===== src/rtl/seek_z.sv =====
// Radix-2 shift-add multiplier feeding the seek_r reduction stage.
// Produces z = a*b over DW+1 cycles and presents f/z/d with a one-cycle en pulse.
`ifndef Datawidth
`define Datawidth 31
`endif

module seek_z #(
    parameter int DW = `Datawidth
) (
    input  logic            clk,
    input  logic            reset,
    input  logic            start,
    input  logic [DW:0]     a,
    input  logic [DW:0]     b,
    input  logic [DW+2:0]   f_in,
    input  logic [DW+1:0]   d_in,
    output logic            busy,
    output logic [DW+2:0]   f,
    output logic [2*DW+1:0] z,
    output logic [DW+1:0]   d,
    output logic            en
);

    localparam int ZW = 2*DW + 2;
    localparam int CW = (DW + 1 > 1) ? $clog2(DW + 1) : 1;

    typedef enum logic {
        IDLE = 1'b0,
        RUN  = 1'b1
    } state_t;

    state_t          state;
    logic [ZW-1:0]   a_sh;
    logic [DW:0]     b_sh;
    logic [ZW-1:0]   acc;
    logic [ZW-1:0]   acc_next;
    logic [CW-1:0]   cnt;
    logic [DW+2:0]   f_cap;
    logic [DW+1:0]   d_cap;

    // NOTE: every signal assigned here gets a default first so no latch is inferred.
    always_comb begin
        acc_next = acc;
        if (b_sh[0])
            acc_next = acc + a_sh;
    end

    assign busy = (state == RUN);

    // NOTE: state uses non-blocking assignments so all registers update from pre-edge values.
    // NOTE: every register here is plain flops (no memory array), so all are reset to zero.
    always_ff @(posedge clk or negedge reset) begin
        if (!reset) begin
            state <= IDLE;
            a_sh  <= '0;
            b_sh  <= '0;
            acc   <= '0;
            cnt   <= '0;
            f_cap <= '0;
            d_cap <= '0;
            f     <= '0;
            z     <= '0;
            d     <= '0;
            en    <= 1'b0;
        end else begin
            en <= 1'b0;
            case (state)
                IDLE: begin
                    if (start) begin
                        a_sh  <= {{(DW+1){1'b0}}, a};
                        b_sh  <= b;
                        f_cap <= f_in;
                        d_cap <= d_in;
                        acc   <= '0;
                        cnt   <= '0;
                        state <= RUN;
                    end
                end
                RUN: begin
                    acc  <= acc_next;
                    a_sh <= a_sh << 1;
                    b_sh <= b_sh >> 1;
                    cnt  <= cnt + 1'b1;
                    // Last iteration: publish the sum including this cycle's partial product.
                    if (cnt == CW'(DW)) begin
                        z     <= acc_next;
                        f     <= f_cap;
                        d     <= d_cap;
                        en    <= 1'b1;
                        state <= IDLE;
                    end
                end
                default: state <= IDLE;
            endcase
        end
    end

endmodule


===== config.mk =====
export PLATFORM = sky130hd
export DESIGN_NAME = seek_z
export DESIGN_NICKNAME = d
export VERILOG_FILES = /design/src/rtl/seek_z.sv
export SDC_FILE = /design/constraint.sdc
export NUM_CORES = 1
export LEC_CHECK = 0
export ABC_AREA = 1
export BUFFER_PORTS_ARGS = -buffer_cell sky130_fd_sc_hd__buf_4
export CORE_ASPECT_RATIO = 0.75
export CORE_MARGIN = 5
export CORE_UTILIZATION = 24
export CTS_CLUSTER_SIZE = 14
export DETAILED_ROUTE_END_ITERATION = 12
export GPL_TIMING_DRIVEN = 0
export PLACE_DENSITY_LB_ADDON = 0.2
export SYNTH_ARGS = -nofsm -noshare
export SYNTH_HDL_FRONTEND = slang
export SYNTH_SLANG_ARGS = --single-unit
export TNS_END_PERCENT = 10

===== constraint.sdc =====
create_clock -name clk -period 2.7 [get_ports clk]
set_clock_uncertainty 0.15 [all_clocks]
set_input_delay 0.27 -clock clk [delete_from_list [all_inputs] [get_ports clk]]
set_output_delay 0.27 -clock clk [all_outputs]
set_load 0.005 [all_outputs]

Word-level counts from Yosys, hierarchy flattened
Cells that the tools add are included.
- register bits after elaboration: 365
- input bits: 134
- output and inout bits: 133
- word-level logic and storage cells: 32
- $add $sub $neg: 2
- equal/unequal tests: 2
- mux-type cells: 14
- bitwise logic cells: 1
- reductions and logical operators: 2
- operators by type and width (cell ; count):
    64-bit case mux with 2 select lines ; 2
    64-bit two-way mux ; 3
    64-bit adder ; 1
    32-bit case mux with 2 select lines ; 1
    32-bit two-way mux ; 1
    5-bit case mux with 2 select lines ; 1
    5-bit by 1-bit adder with 5-bit output (second input constant) ; 1
    5-bit == test (second input constant) ; 1
    5-bit two-way mux ; 1
    1-bit two-way mux ; 4
    2-bit AND reduction ; 2
    2-bit != test (second input constant) ; 1
    1-bit case mux with 2 select lines ; 1
    1-bit NOT ; 1

Depth between registers and ports, before layout
Gate-level depths: netlist of run 1.
- depth in word-level cells: 3
- gate-level depth with buffers: 16
- gate-level depth less buffers: 16

Worst setup path before layout of run 1
No wires, ideal clock.
- path kind: register to register
- from: reg a_sh[0]
- to: reg acc[44]
- setup time: 0.117 ns
- arrival: 1.849 ns
- required time: 2.433 ns
- setup slack: 0.584 ns
- cell stages (with the launch flop): 15
- path buffers: 0
- clock period less this slack: 2.116 ns
- cell sequence: dfrtp_1 -> ha_1 -> inv_1 -> fa_1 -> nor2_2 -> or2_4 -> nand3_1 -> nand2_1 -> nand2_1 -> nand2_2 -> nand2_1 -> nand3_1 -> nand3_2 -> nand3_1 -> nand2_1
- word-level cells in the longest chain between the ends: 3
- RTL lines (what ; line ; RTL):
    start, declared ; 33 ; logic [ZW-1:0] a_sh;
    start signal, assigned ; 70 ; a_sh <= {{(DW+1){1'b0}}, a};
    start signal, assigned ; 81 ; a_sh <= a_sh << 1;
    64-bit adder ; 45 ; acc_next = acc + a_sh;
    64-bit two-way mux ; 44 ; if (b_sh[0])
    64-bit case mux with 2 select lines ; 67 ; case (state)
    end signal, assigned ; 80 ; acc <= acc_next;
    end, declared ; 35 ; logic [ZW-1:0] acc;
No other way between the ends.
A chain may end at the register's enable or synchronous reset.

Final worst setup path of run 1
- from: reg a_sh[8]
- to: reg z[33]
- word-level cells in the longest chain between the ends: 2
- RTL lines (what ; line ; RTL):
    64-bit adder ; 45 ;
    64-bit two-way mux ; 44 ;
    end signal, assigned ; 86 ; z <= acc_next;
    end, declared ; 19 ; output logic [2*DW+1:0] z,
No other way between the ends.

==> results of run 1 <==
## per-layer routing
| metal | track usage, % | vias to the layer above | share of wire [%] |
|---|---|---|---|
| met2 | 24.8 | 439 | 41 |
| met4 | 2.65 | 2 | 1.4 |
| li1 | - | 9853 | - |
| met5 | 0 | - | 0.017 |
| met3 | 3.82 | 67 | 7.0 |
| met1 | 25.2 | 9047 | 50 |
## state kept, by name (all words and copies together), names as in the netlist
signal  flops
busy        1
z          64
b_sh       32
d_cap      33
a_sh       64
acc        64
f_cap      34
f          34
en          1
d          33
cnt         5
## cells in the mapped netlist (25+ instances only)
| library cell | number | area, um2 |
|---|---|---|
| o21ai_0 | 92 | 460 |
| or2_2 | 33 | 206 |
| nand3_1 | 174 | 871 |
| clkbuf_1 | 59 | 221 |
| o22ai_1 | 45 | 282 |
| a21oi_1 | 45 | 225 |
| ha_1 | 65 | 813 |
| inv_1 | 424 | 1590 |
| dfrtp_1 | 365 | 9130 |
| nand2_1 | 1234 | 4630 |
| nand2_2 | 25 | 156 |
| buf_2 | 29 | 145 |
| o211ai_1 | 25 | 188 |
| nor2_1 | 98 | 368 |
## worst max path at each step
stage | from | to | slack (ps) | depth (start not counted)
floorplan | a_sh[0] | acc[44] | 580 | 14
global placement | reset | d[26] | -2850 | 1
detailed placement | cnt[0] | z[38] | -840 | 8
CTS | a_sh[8] | z[26] | 2 | 11
global route | cnt[0] | d[10] | -70 | 9
finish | a_sh[8] | z[33] | 100 | 12
## cell type report
| type | instances | area share, % |
|---|---|---|
| Buffer | 98 | 1.59 |
| Clock buffer | 60 | 4.48 |
| Clock inverter | 20 | 1.30 |
| Inverter | 438 | 6.03 |
| Multi-Input combinational cell | 1991 | 35.3 |
| Sequential cell | 365 | 33.5 |
| Tap cell | 1140 | 5.23 |
| Timing Repair Buffer | 402 | 12.5 |
## worst max-delay path: stages, from the launching register on
cell     delay, ps
dfrtp_2        480
ha_2           400
nand2_2        120
nor2_2         180
nand3_1        120
nand3_2        160
nand2_1         80
nand2_2        120
nand3_1        110
nand3_1         90
nand3_1        220
nand3_1        180
nand2_1         70
## stage by stage
step                total power [W]  cells  hold slack (ps)
global placement             0.0264   4298              300
finish                       0.0335   4514             77.4
global route                 0.0364   4514              138
CTS                          0.0334   4513              124
floorplan                    0.0200   2892             -176
detailed placement           0.0265   4301              133
## report_power, final
group | total, W | switching, W | internal (W)
Combinational | 0.0175 | 0.0112 | 0.00630
Clock | 0.00652 | 0.00264 | 0.00389
Sequential | 0.00947 | 0.00160 | 0.00787
## cell families (layout without fill, tap and decap cells)
| family | after synthesis | in the layout | synth area share (%) |
|---|---|---|---|
| adders and majority gates | 66 | 66 | 4.04 |
| xor gates and xnor gates | 29 | 29 | 1.23 |
| and+or+nand+nor | 1637 | 1637 | 33.0 |
| AOI/OAI and AO/OA | 259 | 259 | 7.38 |
| buffers and inverters | 536 | 1018 | 9.98 |
| DFF | 365 | 365 | 44.3 |
## timing repair
item	CTS	global route
hold buffers	132	0
gates resized for setup	19	57
gates cloned	0	0
buffers inserted	0	1
hold endpoints to repair	201	0
pin swaps	0	1
endpoints found under the setup margin	189	89
==> run_results.csv, run 1 <==
group,metric,value,unit
place,dpl_worst_slack,-844,ps
worst_setup_path,ff2ff_setup_slack,100,ps
power_and_ir_drop,cellPowerDensity,1230,mW/mm2
cells_and_area,utilization,31.9,%
cells_and_area,fillers,9317,
yosys,synth.distinct_cells,40,
sta,setup_slack,99.4,ps
routing,num_vias,19408,
die,fp.dieH,264,um
worst_setup_path,rr_startpoint,"a_sh[8]",
place,dp_hpwl,60800,um
grt,grt.total_usage,16.8,%
worst_setup_path,r2r-end,"z[33]",
grt,grt_pass1_wl,119000,um
cts,cts.sinks,365,
worst_setup_path,crit_arrival,2940,ps
routing,remaining_drc_errors,0,
yosys,synth_warnings,0,
power_and_ir_drop,p_leak,14.4,nW
power_and_ir_drop,peakVddDrop,0.000481,V
grt,grt_overflow_total,0,
yosys,ys.flop_type,"dfrtp_1",
sta,finalSetupTns,0,ps
yosys,yosysSeqAreaShare,44.3,%
worst_setup_path,cp_max_fo,4,
routing,viasPerCell,4.30,
cells_and_area,layout_commonest_cell,"nand2_1",
worst_setup_path,critPathRequiredTime,3040,ps
cts,clkTransAtPathRegs,70,ps
cells_and_area,diodes,0,
cells_and_area,multi_input_area,0.00962,mm2
place,gp_congestion,0.920,
routing,drt_iter0_drc,1264,
cts,cts_max_level,2,
cts,cts_tree,"yes",
routing,ant_nets,0,
worst_setup_path,critical_path_class,"reg2reg",
worst_setup_path,end_kind,"flop",
sta,min_period_over_period,96.3,%
place,numPortBuffers,266,
yosys,synth_edf_count,0,
cts,numCtsBuffers,44,
routing,post_drt_wl_per_cell,17.3,um
cells_and_area,seqCellArea,0.00914,mm2
sta,worstMarginPinSlew,875,ps
yosys,syn-cell-area,0.0206,mm2
cts,cts_root_buf,"clkbuf_16",
sta,maxSlewViolCount,0,
worst_setup_path,start_kind,"flop",
die,coreArea,0.0855,mm2
die,ios,267,
cells_and_area,fin_nets,3540,
grt,antenna_found_initial,1,
min_path,min_path_type,"in2async",
sta,rsz0062_at_grt,"true",
yosys,async_reset_ff_share,100,%
yosys,syn-num-nets,3092,
sta,fmax,0.385,GHz
die,dieArea,0.0919,mm2
cells_and_area,drive_gt1_share,16.5,%
cells_and_area,layout_common_cells,"nand2_1, inv_1, dfrtp_1, buf_4, nand3_1",
die,start_util,24.1,%
sta,setup_viol,0,
yosys,postSynthCellCount,2892,
cts,cts_buffer_depth,3,
routing,firstDrtPassIters,6,
die,row_count,93,
worst_setup_path,rr_worst_depth,12,
die,fp.dieW,348,um
yosys,synth_seq_cells,365,
cells_and_area,area_growth,32.3,%
sta,hold_viol,0,
grt,grt_max_degree,113,
sta,period_needed,2600,ps
flow_run,maxCapViolations,0,
grt,grt_pass1_vias,19251,
cts,insertion_delay,610,ps
routing,wl,78100,um
place,placed_area,0.0241,mm2
status,outcome,"finished, final reports clean",
cells_and_area,final_area,0.0273,mm2
yosys,syn_avg_cell_area,7.12,um2
sta,slew_headroom,41.7,%
Note: power is estimated with default switching activity, not from simulation.
==> run 2, diff against run 1 <==
- CORE_MARGIN: 5 -> not set
==> run 2 against run 1 <==
Sequential share of layout area is 0.060 points lower. Non-clock buffer count increased by 2. Clock power decreased by 3.4%. Final cell count decreased by 0.22%. Fmax shrank 0.68%. Die area decreased by 5.3%. Utilization rose by 0.45 points. Worst hold slack better by 3.6 ps.
==> run_results.csv, run 2 (same netlist as run 1, synthesis figures left out) <==
group,metric,value,unit
power_and_ir_drop,p_leak,14.4,nW
routing,firstDrtPassIters,5,
cells_and_area,reg_top3,"a_sh (64), acc (64), z (64)",
grt,grt.total_usage,17.7,%
routing,wl,76800,um
grt,antenna_found_initial,1,
routing,viasPerCell,4.31,
grt,grt_pass1_vias,19188,
place,dpl_worst_slack,-926,ps
cells_and_area,fillers,9316,
sta,finalSetupTns,0,ps
sta,slew_headroom,36.4,%
cts,cts.sinks,365,
place,numPortBuffers,266,
worst_setup_path,ff2ff_setup_slack,80,ps
cells_and_area,layout_common_cells,"nand2_1, inv_1, dfrtp_1, buf_4, nand3_1",
worst_setup_path,rr_startpoint,"cnt[0]",
sta,min_period_over_period,97.0,%
die,fp.dieH,256,um
cts,clkTransAtPathRegs,60,ps
worst_setup_path,cp_max_fo,10,
cells_and_area,area_growth,32.5,%
sta,setup_slack,81.6,ps
sta,fmax,0.382,GHz
cts,cts_buffer_depth,3,
routing,remaining_drc_errors,0,
sta,maxSlewViolCount,0,
worst_setup_path,worstSetupStartpoint,"cnt[0]",
power_and_ir_drop,peakVddDrop,0.000387,V
cts,cts_tree,"yes",
power_and_ir_drop,cellPowerDensity,1230,mW/mm2
sta,worstMarginPinSlew,955,ps
worst_setup_path,critPathRequiredTime,3080,ps
worst_setup_path,cp_slowest_cell,"clkbuf_4",
die,start_util,24.4,%
worst_setup_path,endpoint,"z[1]",
worst_setup_path,crit_chain,"ha_1 > and3_1 > ha_1 > nand2_2 > clkbuf_4 > clkbuf_1 > nand2_1 > o21ai_0",
worst_setup_path,critical_path_class,"reg2reg",
sta,rsz0062_at_grt,"true",
cells_and_area,layout_commonest_cell,"nand2_1",
cts,cts_max_level,2,
grt,grt_pass1_wl,118000,um
min_path,min_path_type,"in2async",
routing,ant_nets,0,
die,coreArea,0.0845,mm2
status,outcome,"finished, final reports clean",
worst_setup_path,cpPeakStageDelay,450,ps
sta,setup_viol,0,
die,row_count,92,
routing,num_vias,19391,
die,dieArea,0.0870,mm2
grt,grt_max_degree,114,
die,fp.dieW,340,um
flow_run,maxCapViolations,0,
place,dp_hpwl,59700,um
place,placed_area,0.0241,mm2
worst_setup_path,crit_arrival,3000,ps
worst_setup_path,r2r-end,"z[1]",
worst_setup_path,rr_worst_depth,8,
cts,numCtsBuffers,44,
cells_and_area,drive_gt1_share,16.8,%
place,gp_congestion,0.928,
cells_and_area,fin_nets,3542,
worst_setup_path,crit_path_frequent_cell,"ha_1",
sta,period_needed,2620,ps
cells_and_area,final_area,0.0273,mm2
routing,post_drt_wl_per_cell,17.0,um
place,dp_cells,4289,
die,ios,267,
routing,drt_iter0_drc,1330,
cts,insertion_delay,610,ps
cts,cts_root_buf,"clkbuf_16",
sta,hold_viol,0,
grt,grt_overflow_total,0,
cells_and_area,final_cells,4504,
worst_setup_path,start_kind,"flop",
worst_setup_path,end_kind,"flop",
sta,hold_slack,81.0,ps
## run 2: cell types whose count changed in the layout (fill, tap and decap cells not counted), moves of 2 or more
cell,before,now
clkbuf_2,10,7
ha_4,1,8
clkinv_4,0,2
nor2_1,85,81
ha_2,13,7
clkbuf_8,6,12
a21oi_1,42,37
buf_1,6,8
nor2_2,31,35
nand3_2,24,22
clkinvlp_4,3,1
a21oi_2,3,8
bufinv_16,7,4
## run 2: metal layers
metal	share of wire (%)	track usage, %	vias up
met4	2.0	3.97	0
met5	0	0	-
met3	5.9	3.50	78
met1	51	26.9	9054
li1	-	-	9857
met2	41	25.3	402
## run 2: metrics by stage
step	power, W	util (%)
after global placement	0.0263	28.4
after floorplan	0.0200	-
after global routing	0.0365	32.3
after CTS	0.0331	31.9
final	0.0335	32.3
after detailed placement	0.0264	28.5
## run 2: layout make-up
class,count,area [um2],share of cell area (%)
Buffer,98,428,1.57
Tap cell,1128,1410,5.17
Multi-Input combinational cell,1991,9730,35.6
Antenna cell,1,2.50,0.00916
Sequential cell,365,9140,33.5
Clock buffer,64,1300,4.75
Inverter,438,1640,6.02
Timing Repair Buffer,404,3430,12.6
Clock inverter,15,229,0.839
## run 2: how the worst min path moves through the flow
stage          cells past startpoint  slack (ps)  endpoint      start
3_5_place_dp                       1         130      z[9]      reset
4_1_cts                            2         100      z[9]      reset
3_3_place_gp                       2         300     d[22]  d_cap[22]
6_report                           2          80      z[8]      reset
5_1_grt                            4         150   a_sh[2]      start
2_1_floorplan                      0        -180   a_sh[0]      reset
## run 2: worst max-delay path, delay by kind of cell, from the launching register on
kind | cells | cell delay [ps]
adder cells (fa/ha/maj) | 2 | 420
AO/OA/AOI/OAI | 1 | 90
buffers and inverters | 2 | 880
AND/OR/NAND/NOR | 3 | 570
flip-flops | 1 | 410
## run 2: power breakdown
group / leakage [nW] / switching (W) / internal, W / total [W]
logic: 9.04 / 0.0113 / 0.00640 / 0.0177
clock network: 0.748 / 0.00257 / 0.00374 / 0.00630
registers: 4.61 / 0.00163 / 0.00787 / 0.00950
total: 14.4 / 0.0155 / 0.0180 / 0.0335
## run 2: timing repair
item                                   4_1_cts  5_1_grt
setup endpoints to repair                  153      135
setup buffers                                0        3
pin swaps                                    0        8
endpoints found under the hold margin      203        0
hold buffers                               132        0
gates resized for setup                     13       74
